## config.mk

```make
export PLATFORM = sky130hd
export DESIGN_NAME = uart_tx_sched
export DESIGN_NICKNAME = d
export VERILOG_FILES = /design/src/rtl/uart_tx_sched.sv
export SDC_FILE = /design/constraint.sdc
export NUM_CORES = 1
export LEC_CHECK = 0
export BUFFER_PORTS_ARGS = -buffer_cell sky130_fd_sc_hd__buf_2
export CORE_MARGIN = 5
export CORE_UTILIZATION = 44
export DETAILED_ROUTE_END_ITERATION = 7
export GPL_TIMING_DRIVEN = 0
export PLACE_DENSITY = 0.81
export SETUP_SLACK_MARGIN = 0.4
export SYNTH_ARGS = -nofsm -noshare
export SYNTH_HDL_FRONTEND = slang
export SYNTH_SLANG_ARGS = --single-unit
```

## constraint.sdc

```tcl
create_clock -name clk -period 2 [get_ports clk]
set_input_delay 0.4 -clock clk [delete_from_list [all_inputs] [get_ports clk]]
set_output_delay 0.4 -clock clk [all_outputs]
set_load 0.01 [all_outputs]
```

## src/rtl/uart_tx_sched.sv

```systemverilog
// Round-robin byte scheduler feeding a memory-mapped UART over the UIBI bus.
// Initialises BAUD/CTRL, then per byte polls STATUS until idle and writes TXDATA.
module uart_tx_sched #(
    parameter int          NREQ      = 4,
    parameter logic [31:0] BASE_ADDR = 32'h0000_0000,
    parameter logic [31:0] BAUD_DIV  = 32'd434,
    parameter int          TIMEOUT   = 1024
) (
    input  logic              clk,
    input  logic              rst,
    input  logic [NREQ-1:0]   req_valid,
    input  logic [8*NREQ-1:0] req_data,
    output logic [NREQ-1:0]   req_ready,
    output logic              bus_req,
    output logic              bus_wen,
    output logic [31:0]       bus_addr,
    output logic [31:0]       bus_dat_o,
    input  logic [31:0]       bus_dat_i,
    input  logic              bus_ready,
    output logic [2:0]        grant_id,
    output logic              busy,
    output logic              err,
    output logic [2:0]        dbg_state
);
    // Bus handshake: a request (bus_req with wen/addr/dat_o) is held unchanged until
    // the cycle bus_ready=1; bus_req then drops for at least one cycle. bus_ready
    // seen while bus_req=0 is meaningless and ignored.

    localparam int CW = $clog2(TIMEOUT) + 1;

    typedef enum logic [2:0] {
        S_INIT_BAUD, S_INIT_CTRL, S_IDLE, S_POLL, S_SEND, S_ACK
    } state_t;

    state_t          state, state_d;
    logic            bus_req_d, bus_wen_d, err_d;
    logic [31:0]     bus_addr_d, bus_dat_d;
    logic [2:0]      grant_d, last_grant, last_d, rr_win;
    logic [7:0]      byte_q, byte_d;
    logic [CW-1:0]   to_cnt, cnt_d;
    logic            rr_hit, done, expired;
    logic [64:0]     txn;

    // {wen, addr, data} of the bus transaction a given state performs
    function automatic logic [64:0] txn_of(state_t s, logic [7:0] b);
        case (s)
            S_INIT_BAUD: return {1'b1, BASE_ADDR + 32'h8, BAUD_DIV};
            S_INIT_CTRL: return {1'b1, BASE_ADDR + 32'h0, 32'h1};
            S_POLL:      return {1'b0, BASE_ADDR + 32'h4, 32'h0};
            S_SEND:      return {1'b1, BASE_ADDR + 32'hC, {24'b0, b}};
            default:     return '0;
        endcase
    endfunction

    // Search begins one past the last served requester
    always_comb begin
        rr_hit = 1'b0;
        rr_win = last_grant;
        for (int k = 1; k <= NREQ; k++) begin
            if (!rr_hit && req_valid[(int'(last_grant) + k) % NREQ]) begin
                rr_hit = 1'b1;
                rr_win = 3'((int'(last_grant) + k) % NREQ);
            end
        end
    end

    always_comb begin
        state_d    = state;
        bus_req_d  = bus_req;
        bus_wen_d  = bus_wen;
        bus_addr_d = bus_addr;
        bus_dat_d  = bus_dat_o;
        grant_d    = grant_id;
        byte_d     = byte_q;
        last_d     = last_grant;
        err_d      = err;
        cnt_d      = '0;
        txn        = txn_of(state, byte_q);
        done       = bus_req && bus_ready;
        expired    = bus_req && !bus_ready && (to_cnt == CW'(TIMEOUT - 1));
        if (bus_req && !bus_ready && !expired)
            cnt_d = to_cnt + 1'b1;

        case (state)
            S_INIT_BAUD, S_INIT_CTRL, S_POLL, S_SEND: begin
                if (!bus_req) begin
                    bus_req_d = 1'b1;
                    {bus_wen_d, bus_addr_d, bus_dat_d} = txn;
                end else if (done) begin
                    bus_req_d = 1'b0;
                    case (state)
                        S_INIT_BAUD: state_d = S_INIT_CTRL;
                        S_INIT_CTRL: state_d = S_IDLE;
                        S_POLL:      state_d = bus_dat_i[0] ? S_POLL : S_SEND;
                        default:     state_d = S_ACK;
                    endcase
                end else if (expired) begin
                    bus_req_d = 1'b0;
                    err_d     = 1'b1;
                    state_d   = (state == S_POLL || state == S_SEND) ? S_IDLE : S_INIT_BAUD;
                end
            end
            S_IDLE: begin
                if (rr_hit) begin
                    grant_d   = rr_win;
                    byte_d    = req_data[{rr_win, 3'b000} +: 8];
                    state_d   = S_POLL;
                    bus_req_d = 1'b1;
                    {bus_wen_d, bus_addr_d, bus_dat_d} = txn_of(S_POLL, 8'h00);
                end
            end
            S_ACK: begin
                last_d  = grant_id;
                state_d = S_IDLE;
            end
            default: state_d = S_INIT_BAUD;
        endcase
    end

    always_ff @(posedge clk) begin
        if (rst) begin
            state      <= S_INIT_BAUD;
            bus_req    <= 1'b0;
            bus_wen    <= 1'b0;
            bus_addr   <= '0;
            bus_dat_o  <= '0;
            grant_id   <= '0;
            byte_q     <= '0;
            last_grant <= 3'(NREQ - 1);
            err        <= 1'b0;
            to_cnt     <= '0;
        end else begin
            state      <= state_d;
            bus_req    <= bus_req_d;
            bus_wen    <= bus_wen_d;
            bus_addr   <= bus_addr_d;
            bus_dat_o  <= bus_dat_d;
            grant_id   <= grant_d;
            byte_q     <= byte_d;
            last_grant <= last_d;
            err        <= err_d;
            to_cnt     <= cnt_d;
        end
    end

    always_comb begin
        for (int i = 0; i < NREQ; i++)
            req_ready[i] = (state == S_ACK) && (grant_id == 3'(i));
    end

    assign busy      = (state != S_IDLE);
    assign dbg_state = state;

endmodule
```

Yosys cells after proc, flatten, opt, wreduce, memory -nomap -nowiden:

Index checks and enable logic that the tools add are counted.

* output and inout port bits: 78
* memories kept: 0
* RAM bits: 0
* latch bits: 0
* logic and storage cells: 114
* register bits after elaboration: 95
* input port bits: 71
* bits in read-only memories: 0

* $lt $le $gt $ge: 4
* bitwise operators: 6
* $add $sub $neg: 5
* muxes and demuxes: 43
* multipliers: 0
* equality and inequality tests: 14
* div/mod/pow operators: 0
* shift operators: 1
* reduce and logical (&&, ||, !) cells: 31

Operators with widths (count)
* case mux 65 bit (4 select lines): 1
* two-way mux 32 bit: 4
* case mux 32 bit (2 select lines): 2
* indexed part select 32 x 7 -> 8 bit: 1
* two-way mux 3 bit: 9
* two-way mux 1 bit: 18
* case mux 3 bit (3 select lines): 2
* less-than comparator 3 x 4 -> 1 bit, second input constant: 4
* equality test 3 x 2 -> 1 bit, second input constant: 4
* adder 11 x 1 -> 11 bit, second input constant: 1
* equality test 11 x 10 -> 1 bit, second input constant: 1
* logical AND 1 bit: 11
* OR reduction 2 bit: 5
* binary-select mux 1 bit (select 2 bit): 4
* equality test 3 x 1 -> 1 bit, second input constant: 2
* equality test 3 bit, second input constant: 2
* logical NOT 3 bit: 2
* != test 2 bit, second input constant: 3
* AND reduction 3 bit: 2
* logical NOT 1 bit: 5
* adder 2 x 1 -> 2 bit, second input constant: 2
* adder 2 bit, second input constant: 2
* AND 1 bit, first input constant: 4
* case mux 1 bit (2 select lines): 2
* other kinds (9): 11

Logic depth before layout (Yosys ltp):

Gate-level depths: netlist of run 1.

* depth after elaboration: 18
* depth in mapped cells: 7
* gate-level depth less buffers: 6

Worst setup path before layout of run 1:

OpenSTA, ideal clock, no wires.

* path kind: register to register
* from: register state[1] (netlist: dbg_state[1])
* to: register byte_q[5]
* cell stages (with the launch flop): 7
* required time: 1920 ps
* arrival: 1647 ps
* library setup time: 80 ps
* buffers on the path: 2
* path slack: 273 ps
* clock period less this slack: 1727 ps
* path through: dfxtp_1 or3b_1 buf_6 nor4_4 buf_6 a32oi_1 o211ai_1

* word-level cells in the longest chain between the ends: 2

Ends and longest elaborated chain
* start, declared: line 35 `state_t state, state_d;`
* start signal, assigned: line 133 `state <= state_d;`
* equality test 3 x 2 -> 1 bit: line 84 `case (state)`
* AND reduction 2 bit (no source line)
* end signal, assigned: line 139 `byte_q <= byte_d;`
* end, declared: line 39 `logic [7:0] byte_q, byte_d;`

Every way passes these cells.
A chain may end at the register's enable or synchronous reset.

Worst setup path after layout of run 1:

* from: register state[1] (netlist: dbg_state[1])
* to: output port req_ready[3]

* word-level cells in the longest chain between the ends: 2

Ends and longest elaborated chain
* equality test 3 bit: line 148 `req_ready[i] = (state == S_ACK) && (grant_id == 3'(i));`
* logical AND 1 bit: line 148
* end, declared: line 13 `output logic [NREQ-1:0] req_ready,`

Every way passes these cells.

==> out/results.ini, run 1 <==
[sta]
worst_pin_slew_ns=0.592
setup_viol=0
fin_crit_sh_pct=91.1
slew-limit-headroom_pct=60.5
worst_slack_ns=0.179
fmax_ghz=0.549
drv_slew=0
hold_viol=0
grt_setup_unrepaired=yes
whs_ns=0.327
tns_ns=0
period_minus_slack_ns=1.82
skew_ns=0.0104

[drt]
drc_errors=0
vias_per_cell=4.84
first_iter_violations=128
routedWlPerCell_um=13.6
first_pass_iters=4
antenna_left=0
drt-total-wl_mm=6.95
vias=2480

[power]
combPwrFrac_pct=21.8
power_w=0.00184
seq_power_share_pct=45.7
p_switching_w=0.000510
p_per_area_mw_per_mm2=506
power_leakage_nw=1.69
p_sw_share_pct=27.6
internal_power_w=0.00133
ir_worst_vdd_v=0.000606
clock_power_share_pct=32.5

[floorplanning]
io_pins=149
core_area_sq_mm=0.00551
die-area_sq_mm=0.00729
rows=27
die_w_um=85.4
initial_core_util_pct=45.4
die_h_um=85.4

[logic_synthesis]
synth-seq-area-share_pct=32.8
ys_types=54
ys.flop_type=dfxtp_1
synth_seq_cells=41
synthCells=294
synthArstFlopShare_pct=0
synth_edf_count=0
syn_area_per_cell_sq_um=8.51
yosysWarningCount=0
synth_area_sq_mm=0.00250

[setup_path]
cpMaxStageDelayCell=dfxtp_4
path_class=flop to primary output
slowest_delay_ns=0.36
crit_top_cell=nor2_1
crit_fanout=4
arrival_ns=1.42
worstSetupEndpointType=primary output
path_cells=buf_8 -> nand3b_1 -> nor2_1 -> nand2_1 -> nor2_1 -> buf_2
cp-start-kind=flop
required_ns=1.60

[placed_design]
dp_slack_ns=0.129
portBuffers=64
dpl.hpwl_mm=4.89
gp_congestion=0.828

[job]
cap_viol_max_count=0

[clock_network]
cts_inserted_buffers=5
clk_pin_slew_ns=0.08
cts-root-buf=clkbuf_8
cts_tree=done
clock_path_buffers=2
insertion_delay_ns=0.30
cts_max_level=2
numClockSinks=41

[final_layout]
diodes=0
fillers=444
syn_to_final_growth_pct=45.8
drive_gt1_share_pct=44.5
fin_util_pct=66.2
final_nets=511

[outcome]
status=complete, no violations

[global_routing]
gr-total-overflow=0
grt_pass1_vias=2373
grt_max_degree=13
track_usage_pct=17.5
grt_pass1_wl_mm=10.5
antenna_found_initial=0

[worst_hold_path]
min_path_type=input port to flop

[worst paths after layout]
path              cells past startpoint  slack, ns          from            to
setup reg to reg                      7       0.22  dbg_state[1]     byte_q[0]
hold / removal                        3       0.33  req_data[12]     byte_q[4]
setup / recovery                      6       0.18  dbg_state[1]  req_ready[3]
hold reg to reg                       2       0.49  bus_dat_o[3]  bus_dat_o[3]
[metrics by stage]
step	instance area, sq um	std cells
final	3650	512
after global routing	3650	512
after CTS	3450	503
after detailed placement	3130	482
after global placement	3130	482
after floorplan	2720	346
[repair_timing]
action | 4_1_cts | 5_1_grt
buffers inserted | 12 | 9
endpoints found under the setup margin | 37 | 41
gates cloned | 1 | 0
hold buffers | 0 | 0
pin swaps | 23 | 15
gates resized for setup | 30 | 36
[worst max-delay path: cells and delay by family (launching register included)]
kind                   cells  cell delay, ns
buffers and inverters      2            0.24
AND/OR/NAND/NOR            4            0.51
flip-flops                 1            0.36
[registers in the layout, summed over array words and instances (netlist names), 2 cells and up]
name	count
bus_dat_o	9
to_cnt	11
bus_addr	2
last_grant	2
grant_id	3
byte_q	8
dbg_state	3
[power by group through the flow]
stage	sequential, W	clock, W	combinational [W]
after floorplan	0.000872	0	0.000235
after global placement	0.000865	0	0.000328
after global routing	0.000846	0.000642	0.000436
after detailed placement	0.000865	0	0.000334
after CTS	0.000845	0.000599	0.000356
final	0.000844	0.000599	0.000401
[final cells by class]
type | count | area (sq um) | area share [%]
Buffer | 67 | 532 | 14.6
Clock buffer | 7 | 96.3 | 2.64
Clock inverter | 1 | 5.00 | 0.137
Inverter | 9 | 33.8 | 0.927
Multi-Input combinational cell | 229 | 1540 | 42.2
Sequential cell | 41 | 837 | 23.0
Tap cell | 72 | 90.1 | 2.47
Timing Repair Buffer | 86 | 512 | 14.0
[placed cells by master (no fill, tap or decap), types with 4 or more instances in the layout]
cell      Yosys  layout
buf_2         1      63
nor2_2        1       7
nand2b_1      9       9
conb_1        1      53
xnor2_1       6       6
nor2_4        1       8
clkbuf_8      0       9
buf_4        54      73
nand3b_1      4       4
a32oi_1      12      12
a21oi_1      12      11
nor2_1       35      22
o211ai_1      7       7
inv_1         9       9
buf_6         2       6
nor3_1        8       7
mux2i_1      12      12
nand2_1       7       6
dfxtp_4       0       4
clkbuf_1     10       4
dfxtp_1      41      36
nor3b_2       0       4
nand3_1      12      12
[metal layers]
metal  up-vias  share of wire [%]  global-route usage [%]  wire length, um
li1       1232                  -                       -                -
met1      1098                 39                    20.9             2740
met2       130                 46                    28.2             3230
met3        20                 11                    6.31              779
met4         0                2.9                    7.34              202
met5         -                  0                       0                0
[synthesized netlist by cell type, types with 4 or more instances]
cell | number | area share, %
dfxtp_1 | 41 | 33
a211oi_1 | 4 | 1.2
nor3b_1 | 5 | 1.5
nand3b_1 | 4 | 1.2
a32oi_1 | 12 | 4.2
nand2b_1 | 9 | 2.3
nor2_1 | 35 | 5.3
inv_1 | 9 | 1.4
buf_4 | 54 | 16
nand3_1 | 12 | 2.4
mux2i_1 | 12 | 4.8
xnor2_1 | 6 | 2.1
o211ai_1 | 7 | 2.1
nor3_1 | 8 | 1.6
nand2_1 | 7 | 1.1
clkbuf_1 | 10 | 1.5
a21oi_1 | 12 | 2.4
[kinds of logic after synthesis]
family	share of synthesized area (%)
AO/OA/AOI/OAI	16.3
flip-flops	32.8
XOR/XNOR	2.80
AND/OR/NAND/NOR	22.5
other	0.150
adder cells (fa/ha/maj)	0.500
multiplexers	4.80
buffers and inverters	20.2
Note: power is estimated with default switching activity, not from simulation.
==> run 2: changes to the inputs <==
==> constraint.sdc (replaced) <==
create_clock -name clk -period 1.95 [get_ports clk]
set_input_delay 0.39 -clock clk [delete_from_list [all_inputs] [get_ports clk]]
set_output_delay 0.39 -clock clk [all_outputs]
set_load 0.01 [all_outputs]
==> run 2 against run 1 <==
Compared with the run above: sequential share of layout area fell by 2.0 points; register-to-register slack got worse by 0.15 ns; sequential power rose by 3.0%; clock skew fell by 0.0065 ns; die area did not move; combinational power rose by 11%; hold slack improved by 0.0042 ns; clock-buffer cell count fell by 1; largest cell class unchanged.
==> out/results.ini, run 2 (same netlist as run 1, synthesis figures left out) <==
[outcome]
status=complete, no violations

[floorplanning]
die_w_um=85.4
io_pins=149
die-area_sq_mm=0.00729
initial_core_util_pct=45.4
rows=27
core_area_sq_mm=0.00551
die_h_um=85.4

[sta]
setup_viol=0
period_minus_slack_ns=1.88
drv_slew=0
slew-limit-headroom_pct=57.4
hold_viol=0
tns_ns=0
fin_crit_sh_pct=96.5
skew_ns=0.00392
worst_slack_ns=0.0685
fmax_ghz=0.531
worst_pin_slew_ns=0.639
grt_setup_unrepaired=yes

[setup_path]
cp-start-kind=flop
worstSetupStartpoint=dbg_state[1]
path_cells=buf_4 -> or3b_4 -> buf_6 -> nor2_4 -> buf_4 -> nand4b_1 -> mux2i_1 -> nand3b_1
worstSetupEndpointType=flop
crit_top_cell=buf_4
cpLargestDelayFamily=simple AND/OR/NAND/NOR gates
slowest_delay_ns=0.37
rr_startpoint=dbg_state[1]
path_class=flop to flop
crit_fanout=6
required_ns=2.18
cpMaxStageDelayCell=dfxtp_4
worst-path-buf-inv=3
arrival_ns=2.12

[clock_network]
cts_tree=done
insertion_delay_ns=0.29
cts-root-buf=clkbuf_8
numClockSinks=41
cts_max_level=2
hold_buffers=0
cts_inserted_buffers=5
clk_pin_slew_ns=0.08
clock_path_buffers=2

[worst_hold_path]
min_from=req_data[15]
min_path_type=input port to flop

[final_layout]
syn_to_final_growth_pct=58.4
top_regs=to_cnt x11, bus_dat_o x9, byte_q x8
instances_no_fill=526
final_nets=525
final_common_cell=buf_4
largest_reg_flops=11
top_register=to_cnt
diodes=0
drive_gt1_share_pct=52.0
final_cell_mix=buf_4 (76), buf_2 (63), conb_1 (53)

[placed_design]
dp_slack_ns=0.0652
gp_congestion=0.841
dp.cells=482
dpl.hpwl_mm=4.75
portBuffers=64

[power]
power_w=0.00187
power_leakage_nw=1.79
ir_worst_vdd_v=0.000449
p_per_area_mw_per_mm2=472

[global_routing]
grt_max_degree=14
track_usage_pct=19.2
grt_pass1_wl_mm=11.5
gr-total-overflow=0
antenna_found_initial=0
grt_pass1_vias=2469

[drt]
antenna_left=0
drc_errors=0
drt-total-wl_mm=8.15
routedWlPerCell_um=15.5
vias_per_cell=5.13
first_pass_iters=5
vias=2697
first_iter_violations=248

[job]
cap_viol_max_count=0

[run 2: cell type report]
type                            count  area, sq um
Buffer                             67          537
Clock buffer                        6         72.6
Clock inverter                      2         13.8
Fill cell                         390         1550
Inverter                            9         33.8
Multi-Input combinational cell    230         1740
Sequential cell                    41          832
Tap cell                           72         90.1
Timing Repair Buffer               99          647
[run 2: where the power goes]
part / total (W) / switching [W] / internal [W]
sequential: 0.000869 / 0.0000151 / 0.000854
combinational: 0.000446 / 0.000237 / 0.000209
clock: 0.000554 / 0.000300 / 0.000253
total: 0.00187 / 0.000553 / 0.00132
[run 2: repair_timing]
item | CTS | global route
endpoints found under the hold margin | 0 | 0
endpoints found under the setup margin | 41 | 43
resized for setup | 45 | 61
buffers inserted | 23 | 10
cloned | 3 | 0
pin swaps | 27 | 20
[run 2: metrics by stage]
step           area [sq um]  hold slack [ns]  util, %
2_1_floorplan          2750            0.432        -
3_3_place_gp           3160            0.445     57.4
3_5_place_dp           3160            0.450     57.4
4_1_cts                3630            0.328     65.8
5_1_grt                3960            0.342     71.9
6_report               3960            0.332     71.9
[run 2: worst paths after layout]
path | end | slack [ns] | cells after the start
max | byte_q[6] | 0.07 | 8
min | byte_q[7] | 0.33 | 3
max reg2reg | byte_q[6] | 0.07 | 8
min reg2reg | to_cnt[10] | 0.51 | 2
[run 2: metal layers]
layer	part of all wire, %	GRT usage (%)	up-vias
li1	-	-	1256
met1	37	24.4	1215
met2	49	31.3	202
met3	11	4.27	24
met4	2.8	7.77	0
met5	0	0	-
[run 2: worst reg2reg max path, cell delays in order, from the launching register on]
cell and delay, ns:
dfxtp_4 0.37, buf_4 0.11, or3b_4 0.36, buf_6 0.15, nor2_4 0.26, buf_4 0.17
nand4b_1 0.10, mux2i_1 0.18, nand3b_1 0.14
==> run 3: changes to the inputs <==
==> constraint.sdc (replaced) <==
create_clock -name clk -period 1.9 [get_ports clk]
set_input_delay 0.38 -clock clk [delete_from_list [all_inputs] [get_ports clk]]
set_output_delay 0.38 -clock clk [all_outputs]
set_load 0.01 [all_outputs]
==> run 3 against run 2 <==
Compared with the run above: sequential share of layout area rose by 1.1 points; flip-flop and latch count did not move; sequential power rose by 2.4%; cell count fell by 1.9%; core utilization fell by 3.2 points; via count fell by 6.4%; largest power group unchanged.
==> out/results.ini, run 3 (same netlist as run 1, synthesis figures left out) <==
[global_routing]
gr-total-overflow=0
met1_usage_pct=23.0
grt_max_degree=12
grt_pass1_wl_mm=10.8
antenna_found_initial=0
grt-busiest-layer=met2
grtUsageMet3_pct=3.50
track_usage_pct=17.8
grt_pass1_vias=2354
use_met2_pct=29.9

[clock_network]
clock_path_buffers=2
cts_inserted_buffers=5
numClockSinks=41
cts_max_level=2
hold_buffers=0
insertion_delay_ns=0.30
clk_pin_slew_ns=0.08
cts-root-buf=clkbuf_8
cts_tree=done

[placed_design]
dpl.hpwl_mm=4.74
gp_congestion=0.892
dp.cells=482
portBuffers=64

[sta]
drv_slew=0
grt_setup_unrepaired=yes
period_minus_slack_ns=1.86
tns_ns=0
slew-limit-headroom_pct=60.7
fin_crit_sh_pct=97.7
setup_viol=0
fmax_ghz=0.539
worst_pin_slew_ns=0.589
hold_viol=0
skew_ns=0.0140

[final_layout]
largest_reg_flops=11
top_register=to_cnt
final_nets=516
diodes=0
drive_gt1_share_pct=48.4
final_common_cell=buf_4
final_cell_mix=buf_4 (76), buf_2 (63), conb_1 (53)
syn_to_final_growth_pct=51.2
top_regs=to_cnt x11, bus_dat_o x9, byte_q x8
instances_no_fill=516
fillers=417

[floorplanning]
die-area_sq_mm=0.00729
core_area_sq_mm=0.00551
rows=27
die_w_um=85.4
io_pins=149
die_h_um=85.4
initial_core_util_pct=45.4

[drt]
antenna_left=0
drc_errors=0
routedWlPerCell_um=14.0
drt-total-wl_mm=7.23
vias_per_cell=4.89
vias=2525
first_iter_violations=117
first_pass_iters=4

[power]
p_per_area_mw_per_mm2=503
ir_worst_vdd_v=0.000455
power_leakage_nw=1.70

[worst_hold_path]
min_path_type=input port to flop

[setup_path]
cpMaxStageDelayCell=dfxtp_4
crit_fanout=4
path_cells=buf_8 -> nand3b_1 -> buf_4 -> nor4_2 -> buf_2
slowest_delay_ns=0.37
path_class=flop to primary output
arrival_ns=1.48
worstSetupEndpointType=primary output
cp-start-kind=flop
required_ns=1.52
r2r_setup_slack_ns=0.18

[outcome]
status=complete, no violations

[job]
cap_viol_max_count=0

==> run 3: cell types whose count changed in the layout (fill, tap and decap cells not counted), sizes merged <==
| cell | change |
|---|---|
| buf | -9 |
| clkbuf | +2 |
| clkinvlp | -1 |
| inv | -1 |
| nor2 | -1 |
==> run 3: layer usage <==
layer / routed length [um] / up-vias
li1: - / 1234
met4: 150 / 0
met1: 2920 / 1139
met2: 3350 / 136
met5: 0 / -
met3: 805 / 16
==> run 3: power breakdown <==
part           total [W]  switching, W  internal [W]
Combinational   0.000423      0.000223      0.000201
Clock           0.000588      0.000299      0.000288
Sequential      0.000890     0.0000140      0.000876
==> run 3: worst max-delay path: cells and delay by family (launching register included) <==
family / cells / cell delay (ns)
simple gates: 2 / 0.34
buf+inv: 3 / 0.47
flops: 1 / 0.37
==> run 3: final timing paths <==
path           startpoint            to  cells after the start
max          dbg_state[1]  req_ready[0]                      5
min           req_data[8]     byte_q[0]                      3
max reg2reg  dbg_state[1]     byte_q[5]                      7
min reg2reg   bus_addr[3]   bus_addr[3]                      2
==> run 3: layout make-up <==
type | count | area [sq um] | area share, %
plain buffers | 67 | 531 | 14.0
multi-input cells | 229 | 1660 | 43.8
well taps | 72 | 90.1 | 2.38
clock buffers | 7 | 86.3 | 2.28
repair buffers | 91 | 552 | 14.6
inverters | 9 | 33.8 | 0.893
flip-flops and latches | 41 | 835 | 22.1
==> run 3: metrics by stage <==
stage / util, % / setup slack, ns / total power (W) / hold WS (ns) / area, sq um
2_1_floorplan: - / 0.235 / 0.00117 / 0.434 / 2770
3_3_place_gp: 57.7 / 0.0623 / 0.00126 / 0.446 / 3180
3_5_place_dp: 57.7 / 0.0558 / 0.00126 / 0.449 / 3180
4_1_cts: 64.2 / 0.0165 / 0.00186 / 0.316 / 3540
5_1_grt: 68.7 / -0.0927 / 0.00198 / 0.331 / 3780
6_report: 68.7 / 0.0439 / 0.00190 / 0.327 / 3780
==> run 3: repair_timing <==
item / in CTS / in global routing
gates cloned: 2 / 0
gates resized for setup: 33 / 45
endpoints found under the setup margin: 44 / 40
buffers inserted: 18 / 7
pin swaps: 10 / 26
